`src/rtl/cpu_pkg.sv`:
```
// Shared definitions for the multi-cycle control stage:
// opcodes, ALU selects, FSM states and instruction field positions.
package cpu_pkg;

    localparam int OP_HI   = 31;
    localparam int OP_LO   = 24;
    localparam int DEST_HI = 18;
    localparam int DEST_LO = 16;
    localparam int SRC1_HI = 10;
    localparam int SRC1_LO = 8;
    localparam int SRC2_HI = 2;
    localparam int SRC2_LO = 0;
    localparam int IMM_HI  = 7;
    localparam int IMM_LO  = 0;

    localparam logic [7:0] OP_LOADI = 8'd0;
    localparam logic [7:0] OP_MOV   = 8'd1;
    localparam logic [7:0] OP_ADD   = 8'd2;
    localparam logic [7:0] OP_SUB   = 8'd3;
    localparam logic [7:0] OP_AND   = 8'd4;
    localparam logic [7:0] OP_OR    = 8'd5;

    localparam logic [2:0] ALU_FWD = 3'd0;
    localparam logic [2:0] ALU_ADD = 3'd1;
    localparam logic [2:0] ALU_AND = 3'd2;
    localparam logic [2:0] ALU_OR  = 3'd3;

    typedef enum logic [2:0] {
        S_IDLE,
        S_DECODE,
        S_RFREAD,
        S_EXEC,
        S_WB
    } state_t;

    // Only the fields still needed after the read addresses are issued.
    typedef struct packed {
        logic [7:0] op;
        logic [2:0] dest;
        logic [7:0] imm;
    } instr_t;

    function automatic logic op_legal(input logic [7:0] op);
        return op <= OP_OR;
    endfunction

endpackage

```
`src/rtl/cpu_operand_select.sv`:
```
// Picks ALU operand B (immediate, register, or negated register)
// and maps the opcode onto an ALU function select.
module cpu_operand_select
    import cpu_pkg::*;
#(
    parameter int DATA_W = 8
) (
    input  logic [7:0]        op,
    input  logic [7:0]        imm,
    input  logic [DATA_W-1:0] rf_out2,
    output logic [DATA_W-1:0] operand_b,
    output logic [2:0]        alu_op
);

    always_comb begin
        operand_b = rf_out2;
        alu_op    = ALU_FWD;
        case (op)
            OP_LOADI: operand_b = DATA_W'(imm);
            OP_MOV:   alu_op = ALU_FWD;
            OP_ADD:   alu_op = ALU_ADD;
            OP_SUB: begin
                // subtract is done as an add of the two's complement
                alu_op    = ALU_ADD;
                operand_b = ~rf_out2 + DATA_W'(1);
            end
            OP_AND:   alu_op = ALU_AND;
            OP_OR:    alu_op = ALU_OR;
            default: begin
                operand_b = rf_out2;
                alu_op    = ALU_FWD;
            end
        endcase
    end

endmodule

```
`src/rtl/cpu_control_fsm.sv`:
```
// Multi-cycle control stage: decode, register read, execute and
// write-back sequencing for the 8x8 register file and ALU.
module cpu_control_fsm
    import cpu_pkg::*;
#(
    parameter int DATA_W = 8,
    parameter int ADDR_W = 3
) (
    input  logic              clk,
    input  logic              RESET,
    input  logic              instr_valid,
    input  logic [31:0]       instr,
    output logic              instr_ready,
    output logic [ADDR_W-1:0] OUT1addr,
    output logic [ADDR_W-1:0] OUT2addr,
    output logic [ADDR_W-1:0] INaddr,
    output logic              CTRL,
    input  logic [DATA_W-1:0] rf_out1,
    input  logic [DATA_W-1:0] rf_out2,
    output logic [DATA_W-1:0] operand_a,
    output logic [DATA_W-1:0] operand_b,
    output logic [2:0]        alu_op,
    input  logic [DATA_W-1:0] alu_result,
    output logic [DATA_W-1:0] IN,
    output logic              done,
    output logic              illegal
);

    state_t            state;
    instr_t            ir;
    logic              ctrl_q;
    logic [7:0]        new_op;
    logic [DATA_W-1:0] b_next;
    logic [2:0]        alu_next;
    logic              unused_bits;

    assign new_op      = instr[OP_HI:OP_LO];
    assign unused_bits = ^{instr[23:19], instr[15:11]};

    // Reset must block a write even mid-cycle, so it bypasses the flop.
    assign CTRL = ctrl_q | RESET;

    cpu_operand_select #(
        .DATA_W(DATA_W)
    ) u_sel (
        .op       (ir.op),
        .imm      (ir.imm),
        .rf_out2  (rf_out2),
        .operand_b(b_next),
        .alu_op   (alu_next)
    );

    always_ff @(posedge clk) begin
        if (RESET) begin
            state       <= S_IDLE;
            ir          <= '0;
            ctrl_q      <= 1'b1;
            instr_ready <= 1'b1;
            done        <= 1'b0;
            illegal     <= 1'b0;
            OUT1addr    <= '0;
            OUT2addr    <= '0;
            INaddr      <= '0;
            operand_a   <= '0;
            operand_b   <= '0;
            alu_op      <= ALU_FWD;
            IN          <= '0;
        end else begin
            unique case (state)
                S_IDLE: begin
                    done <= 1'b0;
                    if (instr_valid) begin
                        ir <= '{
                            op:   new_op,
                            dest: instr[DEST_HI:DEST_LO],
                            imm:  instr[IMM_HI:IMM_LO]
                        };
                        OUT1addr    <= ADDR_W'(instr[SRC1_HI:SRC1_LO]);
                        OUT2addr    <= ADDR_W'(instr[SRC2_HI:SRC2_LO]);
                        illegal     <= !op_legal(new_op);
                        instr_ready <= 1'b0;
                        state       <= S_DECODE;
                    end
                end
                S_DECODE: begin
                    illegal <= 1'b0;
                    if (!op_legal(ir.op)) begin
                        instr_ready <= 1'b1;
                        state       <= S_IDLE;
                    end else if (ir.op == OP_LOADI) begin
                        alu_op    <= alu_next;
                        operand_a <= '0;
                        operand_b <= b_next;
                        state     <= S_EXEC;
                    end else begin
                        alu_op <= alu_next;
                        state  <= S_RFREAD;
                    end
                end
                S_RFREAD: begin
                    operand_a <= rf_out1;
                    operand_b <= b_next;
                    state     <= S_EXEC;
                end
                S_EXEC: begin
                    IN     <= alu_result;
                    INaddr <= ADDR_W'(ir.dest);
                    ctrl_q <= 1'b0;
                    state  <= S_WB;
                end
                S_WB: begin
                    ctrl_q      <= 1'b1;
                    done        <= 1'b1;
                    instr_ready <= 1'b1;
                    state       <= S_IDLE;
                end
                default: state <= S_IDLE;
            endcase
        end
    end

endmodule
```
`config.mk`:
```
export PLATFORM = sky130hd
export DESIGN_NAME = cpu_control_fsm
export DESIGN_NICKNAME = d
export VERILOG_FILES = /design/src/rtl/cpu_pkg.sv /design/src/rtl/cpu_operand_select.sv /design/src/rtl/cpu_control_fsm.sv
export SDC_FILE = /design/constraint.sdc
export NUM_CORES = 1
export LEC_CHECK = 0
export BUFFER_PORTS_ARGS = -buffer_cell sky130_fd_sc_hd__buf_4
export CORE_AREA = 2 2 77 79
export CTS_BUF_LIST = sky130_fd_sc_hd__clkbuf_8
export CTS_CLUSTER_DIAMETER = 200
export DETAILED_ROUTE_END_ITERATION = 7
export DIE_AREA = 0 0 79 81
export PLACE_DENSITY = 0.79
export SETUP_SLACK_MARGIN = 0.2
export SLEW_MARGIN = 20
export SYNTH_ARGS = -nofsm -noshare
export SYNTH_HDL_FRONTEND = slang
export SYNTH_HIERARCHICAL = 1
export SYNTH_SLANG_ARGS = --single-unit
```
`constraint.sdc`:
```
create_clock -name clk -period 2.5 [get_ports clk]
set_input_delay 0.375 -clock clk [delete_from_list [all_inputs] [get_ports clk]]
set_output_delay 0.375 -clock clk [all_outputs]
set_load 0.01 [all_outputs]
```
Word level (Yosys, flattened, before mapping) --
Index checks and enable logic that the tools add are counted.
Storage, ports and cells: register bits 62, bits of input ports 59, output and inout bits 40, word-level logic and storage cells 65
Operators by class: $add $sub $neg 1, magnitude comparators 2, equality and inequality tests 12, multiplexer cells 19, bitwise gates (word level) 2, reductions and logical operators 14
Operators by type and width (number):
- one-hot mux 8 bit (2 select lines) | 3
- 2-to-1 mux 8 bit | 4
- equality test 8 x 2 -> 1 bit (second input constant) | 2
- equality test 8 x 3 -> 1 bit (second input constant) | 2
- <= comparator 8 x 3 -> 1 bit (second input constant) | 2
- one-hot mux 3 bit (4 select lines) | 1
- adder 8 x 1 -> 8 bit (second input constant) | 1
- zero test 8 bit | 1
- != test 2 bit (second input constant) | 4
- NOT 8 bit | 1
- nonzero test 2 bit | 4
- equality test 3 x 2 -> 1 bit (second input constant) | 2
- one-hot mux 1 bit (2 select lines) | 3
- one-hot mux 2 bit (3 select lines) | 1
- AND reduction 2 bit | 3
- AND reduction 3 bit | 2
- 2-to-1 mux 1 bit | 4
- equality test 3 x 1 -> 1 bit (second input constant) | 1
- equality test 3 bit (second input constant) | 1
- zero test 3 bit | 1
- 2-to-1 mux 3 bit | 1
- one-hot mux 1 bit (3 select lines) | 1
- nonzero test 3 bit | 1
- 2-to-1 mux 2 bit | 1
- other kinds (3) | 3

Logic depth before layout (Yosys ltp) --
Gate-level depths: netlist of the first run.
depth after elaboration 6, depth in mapped cells 8, gate-level depth less buffers 8

By module --
The synthesis of the first run kept the hierarchy.
Modules (own cells, without submodules):
- cpu_control_fsm | instances 1, cells each 263, area each 2327.2 um2, sequential area each 1181.1 um2
- cpu_operand_select | instances 1, cells each 54, area each 397.9 um2, sequential area each 0.0 um2

Worst setup path before layout of the first run --
Ideal clock, no wire load.
path kind register to register, from reg ir[15] in the netlist's numbering, to reg operand_b[4], arrival time 1.944 ns, data required time 2.368 ns, slack 0.423 ns, cell stages (with the launch flop) 8, cells stage by stage dfxtp_1 or4b_4 buf_6 nor2_8 mux2_2 a221o_1 o21ai_0 a21oi_1
On the way: word-level cells in the longest chain between the ends 5
Ends and longest elaborated chain:
- start: declaration | line cpu_control_fsm.sv:30 | instr_t ir;
- start signal: assignment | line cpu_control_fsm.sv:73 | ir <= '{
- equality test 8 x 2 -> 1 bit or zero test 8 bit (tied branches) | line cpu_operand_select.sv:18 | case (op)
- one-hot mux 8 bit (2 select lines) (*) | line cpu_operand_select.sv:18
- via b_next[4] | line cpu_control_fsm.sv:33 | logic [DATA_W-1:0] b_next;
- 2-to-1 mux 8 bit | line cpu_control_fsm.sv:90 | end else if (ir.op == OP_LOADI) begin
- 2-to-1 mux 8 bit | line cpu_control_fsm.sv:87 | if (!op_legal(ir.op)) begin
- one-hot mux 8 bit (2 select lines) (*) | line cpu_control_fsm.sv:69 | unique case (state)
- end signal: assignment | line cpu_control_fsm.sv:93 | operand_b <= b_next;
- end signal: assignment | line cpu_control_fsm.sv:102 | operand_b <= b_next;
- end: declaration | line cpu_control_fsm.sv:21 | output logic [DATA_W-1:0] operand_b,
Mark *: on every way through the listed nets, which the timed path passes. The rest lies on a longest branch. The select of a mux whose other input is x is not followed. A chain may end at the register's enable or synchronous reset.

Worst setup path in the final report of the first run --
from reg ir[15] in the netlist's numbering, to reg operand_b[5]
Same word-level chain as after synthesis.

==> summary.md, run 1 <==
| Metric | Value |
|---|---|
| Grt ovf | `0` |
| Final-stage net count | `451` |
| Compound-Gate Fraction of Synth Area | `14.2%` |
| FF+latch area | `1180 µm²` |
| Setup total negative slack | `0 ns` |
| Pwr Total | `2.37 mW` |
| Worst hold path type | `input port to flip-flop` |
| Mux contribution to synthesized area | `7.58%` |
| FFs w/ async S/R, synth | `0%` |
| Drt wl/cell | `13.2 µm` |
| Worst skew pair latency | `0.33 ns` |
| Prevailing post-synth register cell | `dfxtp_1` |
| Clock Power Share | `35.3%` |
| GR Util All Layers | `20.5%` |
| CTS Buf Count | `9` |
| Synth cell types | `44` |
| First-pass GRT wire length | `10,200 µm` |
| Setup crit start kind | `flip-flop` |
| Max-slew violations | `0` |
| TritonCTS clock tree | `built` |
| I/O pins | `99` |
| Total of max-cap violations | `0` |
| Syn Nets | `377` |
| Max Buffers Root-to-Sink | `2` |
| Status | `finished clean` |
| Dominant cells by area after synthesis | `dfxtp_1, nand2_1, a21oi_1` |
| Seq/Total Area, Yosys | `43.3%` |
| Number of routed nets with antenna violations | `0` |
| Peak supply drop | `0.000457 V` |
| Hold violation count in the final report | `0` |
| PD cells | `672 nW/µm²` |
| Starting DRT DRC Count | `108` |
| Starting Density | `48.0%` |
| Slew HR | `41.0%` |
| Netlist Area Pre-Place | `2730 µm²` |
| Design area | `3530 µm²` |
| FF-to-FF setup slack | `0.33 ns` |
| Leading area contributor after synthesis | `dfxtp_1` |
| Slew @ Worst Pin | `0.882 ns` |
| Number of global-route vias before repair | `2,219` |
| #FFs+latches synth | `59` |
| Die Ht | `81 µm` |
| Wirelength, routed | `6200 µm` |
| Reg clk slew, reported paths | `0.07 ns` |
| Simple-gate area share of the yosys netlist | `27.2%` |
| Post-Route Skew | `0.00697 ns` |
| Synth Area in XOR/XNOR | `0.321%` |
| Switching share of power | `27.7%` |
| Switching power | `0.657 mW` |
| Maximum clock frequency | `0.461 GHz` |
| Combinational share of power | `19.6%` |
| Largest family of logic cells by synthesized area | `simple AND/OR/NAND/NOR gates` |
| Post-CTS Setup Inserts | `0` |
| Cts hold-fix bufs | `0` |
| Area share of fa/ha/maj cells after synthesis | `0.459%` |
| Synth top area share | `43.3%` |
| Post-synth EDFFs | `0` |
| RSZ-0062 raised after global routing | `no` |
| Clock tree sinks | `59` |
| CP required | `2.69 ns` |
| Hold_ws | `0.272 ns` |
| Syn Inst Count | `317` |
| Placed Area | `3330 µm²` |
| Multi-input logic area | `1360 µm²` |
| Final setup fails | `0` |
| CP Capture Type | `flip-flop` |
| Int Power | `1.71 mW` |
| Fillers | `503` |
| CP Max Fanout | `10` |
| Num rows | `28` |
| # diodes | `0` |
| Clk root buf | `clkbuf_8` |
| H-tree depth | `3` |
| Post-synth top cells | `dfxtp_1, nand2_1, a21oi_1` |
| First-pass DRT Iterations | `4` |
| Die Area | `6400 µm²` |
| DRC | `0` |
| Synthesis warning total | `6` |
| Vias after detailed routing | `2,421` |
| DIE WIDTH | `79 µm` |
| Leak Pwr | `1.55 nW` |
| Vias per cell | `5.14` |
| Sequential Power Share | `45.1%` |
| Proportion of layout cells with a drive suffix above 1 | `31.6%` |
| Period utilisation layout | `86.7%` |
| RePlAce Congestion | `0.831` |
| Mean Syn Cell Area | `8.60 µm²` |
| CP arrival | `2.36 ns` |
| Buffers on Ports | `88` |
| Core ar. | `5680 µm²` |
| Crit path kind | `flip-flop to flip-flop` |
| Initial antenna violation count | `0` |
| Largest net degree at the start of global routing | `61` |
| Post-DP HPWL | `4370 µm` |
| Synthesis-to-finish area growth | `29.4%` |
| Min cycle time layout | `2.17 ns` |
==> critical path, stage by stage, from the launching register on <==
cell     delay (ns)
dfxtp_1        0.39
or4b_4         0.63
nor2_8         0.19
mux2_2         0.35
a221o_1        0.31
o21ai_0        0.08
a21oi_1        0.08
==> stage by stage <==
step                      util (%)  worst slack [ns]  std cells
final                         62.1             0.332        471
after global routing          62.1             0.215        471
after CTS                     62.1             0.255        471
after detailed placement      58.6             0.260        455
after global placement        58.6             0.280        455
after floorplan                  -             0.423        317
==> cell usage in the layout (no fill, tap or decap), types with 6 or more instances in the layout <==
cell type,count
o21ai_0,11
nand2_1,59
mux2i_1,15
clkbuf_8,10
a21oi_1,43
nor4_1,8
dfxtp_1,59
buf_4,90
inv_1,6
nor2_1,24
nand3_1,16
==> cell families after synthesis <==
logic type / count (synthesis)
adder cells (fa/ha/maj): 1
AO/OA/AOI/OAI: 67
multiplexers: 20
other: 1
AND/OR/NAND/NOR: 136
XOR/XNOR: 1
flip-flops: 59
buffers and inverters: 32
==> layer usage <==
metal | vias to the layer above | track usage [%] | wire length, µm
met5 | - | 0 | 0
met4 | 0 | 11.6 | 114
met3 | 8 | 4.33 | 344
met2 | 64 | 33.3 | 3000
met1 | 1100 | 25.5 | 2750
li1 | 1249 | - | -
==> worst paths after layout <==
check	start	endpoint	cells past startpoint
worst min-delay path	alu_result[5]	IN[5]	3
worst min register to register	ir[3]	ir[3]	2
worst max-delay path	ir[15]	operand_b[5]	6
worst max register to register	ir[15]	operand_b[5]	6
==> registers in the layout, indices dropped and copies added (netlist names) <==
| signal | cells |
|---|---|
| IN | 8 |
| INaddr | 3 |
| OUT1addr | 3 |
| OUT2addr | 2 |
| alu_op | 3 |
| ctrl_q | 1 |
| done | 1 |
| illegal | 1 |
| instr_ready | 1 |
| ir | 17 |
| operand_a | 8 |
| operand_b | 8 |
| state | 3 |
==> what timing repair did <==
action / CTS / global route
hold endpoints to repair: 0 / 0
gates resized for setup: 0 / 1
endpoints found under the setup margin: 0 / 4
==> power by group through the flow <==
stage / logic, mW / clock network (mW) / registers [mW]
finish: 0.465 / 0.837 / 1.07
global route: 0.519 / 0.900 / 1.08
CTS: 0.467 / 0.862 / 1.07
detailed placement: 0.465 / 0 / 1.09
global placement: 0.456 / 0 / 1.08
floorplan: 0.323 / 0 / 1.08
==> area by class of cell <==
type                       count  area share [%]
clock inverter                 6            1.60
inverter                       5           0.532
sequential                    59            33.5
clock buffer                  10            3.90
timing repair buffer          90            19.2
multi-input combinational    226            38.6
tap                           75            2.66
No activity file was read; power rests on OpenSTA's default activity.
==> run 2, diff against run 1 <==
--- a/config.mk
+++ b/config.mk
@@ -5,13 +5,14 @@
 export SDC_FILE = /design/constraint.sdc
 export NUM_CORES = 1
 export LEC_CHECK = 0
+export ABC_AREA = 1
 export BUFFER_PORTS_ARGS = -buffer_cell sky130_fd_sc_hd__buf_4
 export CORE_AREA = 2 2 77 79
 export CTS_BUF_LIST = sky130_fd_sc_hd__clkbuf_8
 export CTS_CLUSTER_DIAMETER = 200
 export DETAILED_ROUTE_END_ITERATION = 7
 export DIE_AREA = 0 0 79 81
-export PLACE_DENSITY = 0.79
+export PLACE_DENSITY = 0.8
 export SETUP_SLACK_MARGIN = 0.2
 export SLEW_MARGIN = 20
 export SYNTH_ARGS = -nofsm -noshare
==> run 2 against run 1 <==
Against the previous run:
- synthesized cell count up 22%
- clock-buffer cell count decreased by 1
- final cell count rose by 17%
- global-route usage increased by 0.076 points
- power up 2.8%
- non-clock buffer count unchanged
- fmax grew 35%
==> summary.md, run 2 <==
| Metric | Value |
|---|---|
| # diodes | `0 (unchanged)` |
| Commonest non-fill, non-tap cells in the layout | `buf_4, nor2_1, dfxtp_1, nand2_1, nand3_1` |
| Worst hold path type | `input port to flip-flop` |
| Most common cell after layout, fill and taps aside | `buf_4` |
| Die Area | `6400 µm² (unchanged)` |
| Synth top area share | `42.6% (-0.76 points)` |
| Syn Nets | `448 (+19%)` |
| Slew @ Worst Pin | `0.523 ns (-0.359 ns)` |
| Final-stage net count | `532 (+18%)` |
| TritonCTS clock tree | `built` |
| RSZ-0062 raised after global routing | `no` |
| Post-synth top cells | `nor2_1, dfxtp_1, nand2_1` |
| Buffers on Ports | `88 (unchanged)` |
| Max reg flops | `17 (unchanged)` |
| Compound-Gate Fraction of Synth Area | `13.3% (-0.88 points)` |
| CP peak stage delay | `0.47 ns (-0.16 ns)` |
| Seq/Total Area, Yosys | `42.6% (-0.76 points)` |
| Fillers | `525 (+4.4%)` |
| Non-filler cells, final | `552 (+17%)` |
| WHS Path Cells | `3 (unchanged)` |
| Vias after detailed routing | `2,673 (+10%)` |
| Leading area contributor after synthesis | `dfxtp_1` |
| Worst skew pair latency | `0.34 ns (about the same)` |
| Top reg by flops | `ir` |
| Proportion of layout cells with a drive suffix above 1 | `26.8% (-4.7 points)` |
| Hold_ws | `0.254 ns (-0.0177 ns)` |
| Slowest stage cell, crit path | `dfxtp_1` |
| FFs w/ async S/R, synth | `0% (unchanged)` |
| First-pass GRT wire length | `10,400 µm (+2.4%)` |
| Max Buffers Root-to-Sink | `2 (unchanged)` |
| Design area | `3630 µm² (+3.0%)` |
| Gr busiest metal | `met2` |
| #FFs+latches synth | `59 (unchanged)` |
| Dominant cells by area after synthesis | `dfxtp_1, nor2_1, nand3_1` |
| Area share of fa/ha/maj cells after synthesis | `0.451% (-0.0081 points)` |
| Worst Setup Slack post-DPL | `0.843 ns (+0.583 ns)` |
| Hold violation count in the final report | `0 (unchanged)` |
| First-pass DRT Iterations | `4 (unchanged)` |
| Die Ht | `81 µm (unchanged)` |
| Maximum clock frequency | `0.623 GHz (+35%)` |
| Synthesis-to-finish area growth | `30.9%` |
| Min cycle time layout | `1.61 ns (-0.563 ns)` |
| Most frequent cell after synthesis | `nor2_1` |
| CTS Buf Count | `9 (unchanged)` |
| Status | `finished clean` |
| Leak Pwr | `1.69 nW (+8.4%)` |
| Largest net degree at the start of global routing | `31 (-49%)` |
| Max-slew violations | `0 (unchanged)` |
| Post-CTS sizing | `0 (unchanged)` |
| Post-CTS Setup Inserts | `0 (unchanged)` |
| Cts hold-fix bufs | `0 (unchanged)` |
| Crit path kind | `flip-flop to flip-flop` |
| GR Util All Layers | `20.6% (+0.076 points)` |
| Placed Cells | `536 (+18%)` |
| RePlAce Congestion | `0.824 (-0.90%)` |
| Post-Route Skew | `0.00543 ns (-0.00154 ns)` |
| Setup crit start kind | `flip-flop` |
| Reg2reg path depth | `4 (-2)` |
| Prevailing post-synth register cell | `dfxtp_1` |
| Met3 Usage GRT | `5.11% (+0.78 points)` |
| Met2 GRT Util | `33.2% (-0.085 points)` |
| Wirelength, routed | `6330 µm (+2.2%)` |
| DRC | `0 (unchanged)` |
| Vias per cell | `4.84 (-5.8%)` |
| Worst Slack Setup Final | `0.895 ns (+0.563 ns)` |
| Peak supply drop | `0.000450 V (-1.4%)` |
| CP Max Fanout | `14 (+4)` |
| Synthesis warning total | `6 (unchanged)` |
| Mean Syn Cell Area | `7.15 µm² (-17%)` |
| Largest family of logic cells by synthesized area | `simple AND/OR/NAND/NOR gates` |
| Final setup fails | `0 (unchanged)` |
| Mux contribution to synthesized area | `0% (-7.6 points)` |
| Number of global-route vias before repair | `2,370 (+6.8%)` |
| CP arrival | `1.87 ns (-0.49 ns)` |
| Starting DRT DRC Count | `128 (+19%)` |
| Starting Density | `48.9% (+0.86 points)` |
| CP required | `2.77 ns (+0.08 ns)` |
| DIE WIDTH | `79 µm (unchanged)` |
| Total of max-cap violations | `0 (unchanged)` |
| Reg clk slew, reported paths | `0.07 ns (about the same)` |
| Slew HR | `65.1% (+24 points)` |
| Grt ovf | `0 (unchanged)` |
| Syn Inst Count | `388 (+22%)` |
| FF-to-FF setup slack | `0.89 ns (+0.56 ns)` |
| PD cells | `671 nW/µm² (-0.21%)` |
| Clock tree sinks | `59 (unchanged)` |
| Placed Area | `3440 µm² (+3.3%)` |
| Simple-gate area share of the yosys netlist | `33.5% (+6.3 points)` |
| Met1 Use GR | `26.2% (+0.71 points)` |
| Post-DP HPWL | `4740 µm (+8.6%)` |
| Synth cell types | `28 (-36%)` |
| Clk root buf | `clkbuf_8` |
| Num rows | `28 (unchanged)` |
| Crit path max-delay family | `flip-flops` |
| Pwr Total | `2.44 mW (+2.8%)` |
| Number of routed nets with antenna violations | `0 (unchanged)` |
| Post-synth EDFFs | `0 (unchanged)` |
| CP Cell Sequence | `nand3_1 -> inv_1 -> o21ai_0 -> a21oi_1` |
| CP Capture Type | `flip-flop` |
| Period utilisation layout | `64.2% (-23 points)` |
| Setup total negative slack | `0 ns (unchanged)` |
| Drt wl/cell | `11.5 µm (-13%)` |
| Netlist Area Pre-Place | `2770 µm² (+1.8%)` |
| Fin util | `64.0% (+1.9 points)` |
| H-tree depth | `3 (unchanged)` |
| Initial antenna violation count | `0 (unchanged)` |
| Buf/Inv on CP | `1 (+1)` |
| I/O pins | `99 (unchanged)` |
| Synth Area in XOR/XNOR | `0% (-0.32 points)` |
| Core ar. | `5680 µm² (unchanged)` |
| Worst path depth | `4 (-2)` |
## run 2: changes by cell type after synthesis, sizes merged, moves of 15 or more
cell	previous run	this run
a21oi	43	25
inv	5	39
mux2i	15	0
nand3	17	45
nor2	25	93
o21ai	13	42
## run 2: path summary, 6_finish.rpt
check,startpoint,end
worst min register to register,ir[10],ir[10]
worst min-delay path,instr[8],OUT1addr[0]
worst max-delay path,state[0],INaddr[2]
worst max register to register,state[0],INaddr[2]
## run 2: cell families (layout without fill, tap and decap cells)
family,after synthesis,count (layout)
AOI/OAI and AO/OA,71,71
other,1,1
DFF,59,59
adders and majority gates,1,1
and+or+nand+nor,198,198
buffers and inverters,58,147
## run 2: area by class of cell
cell class	instances	area, µm²	share of cell area, %
clock inverter	7	68.8	1.90
multi-input combinational	271	1320	36.2
clock buffer	9	124	3.41
tap	75	93.8	2.58
inverter	41	173	4.76
timing repair buffer	90	676	18.6
sequential	59	1180	32.5
## run 2: power by group
part,internal [mW],switching (mW)
Combinational,0.226,0.301
Sequential,1.02,0.0569
Clock,0.455,0.378
Total,1.70,0.736
## run 2: worst min-delay path: cells and delay by family
kind / cells / cell delay, ns
AND/OR/NAND/NOR: 2 / 0.11
buffers and inverters: 1 / 0.08
## run 2: layer usage
metal  share of wire [%]  vias up
li1                    -     1413
met2                  47       80
met1                  45     1169
met4                 1.9        0
met5                   0        -
met3                 6.3       11
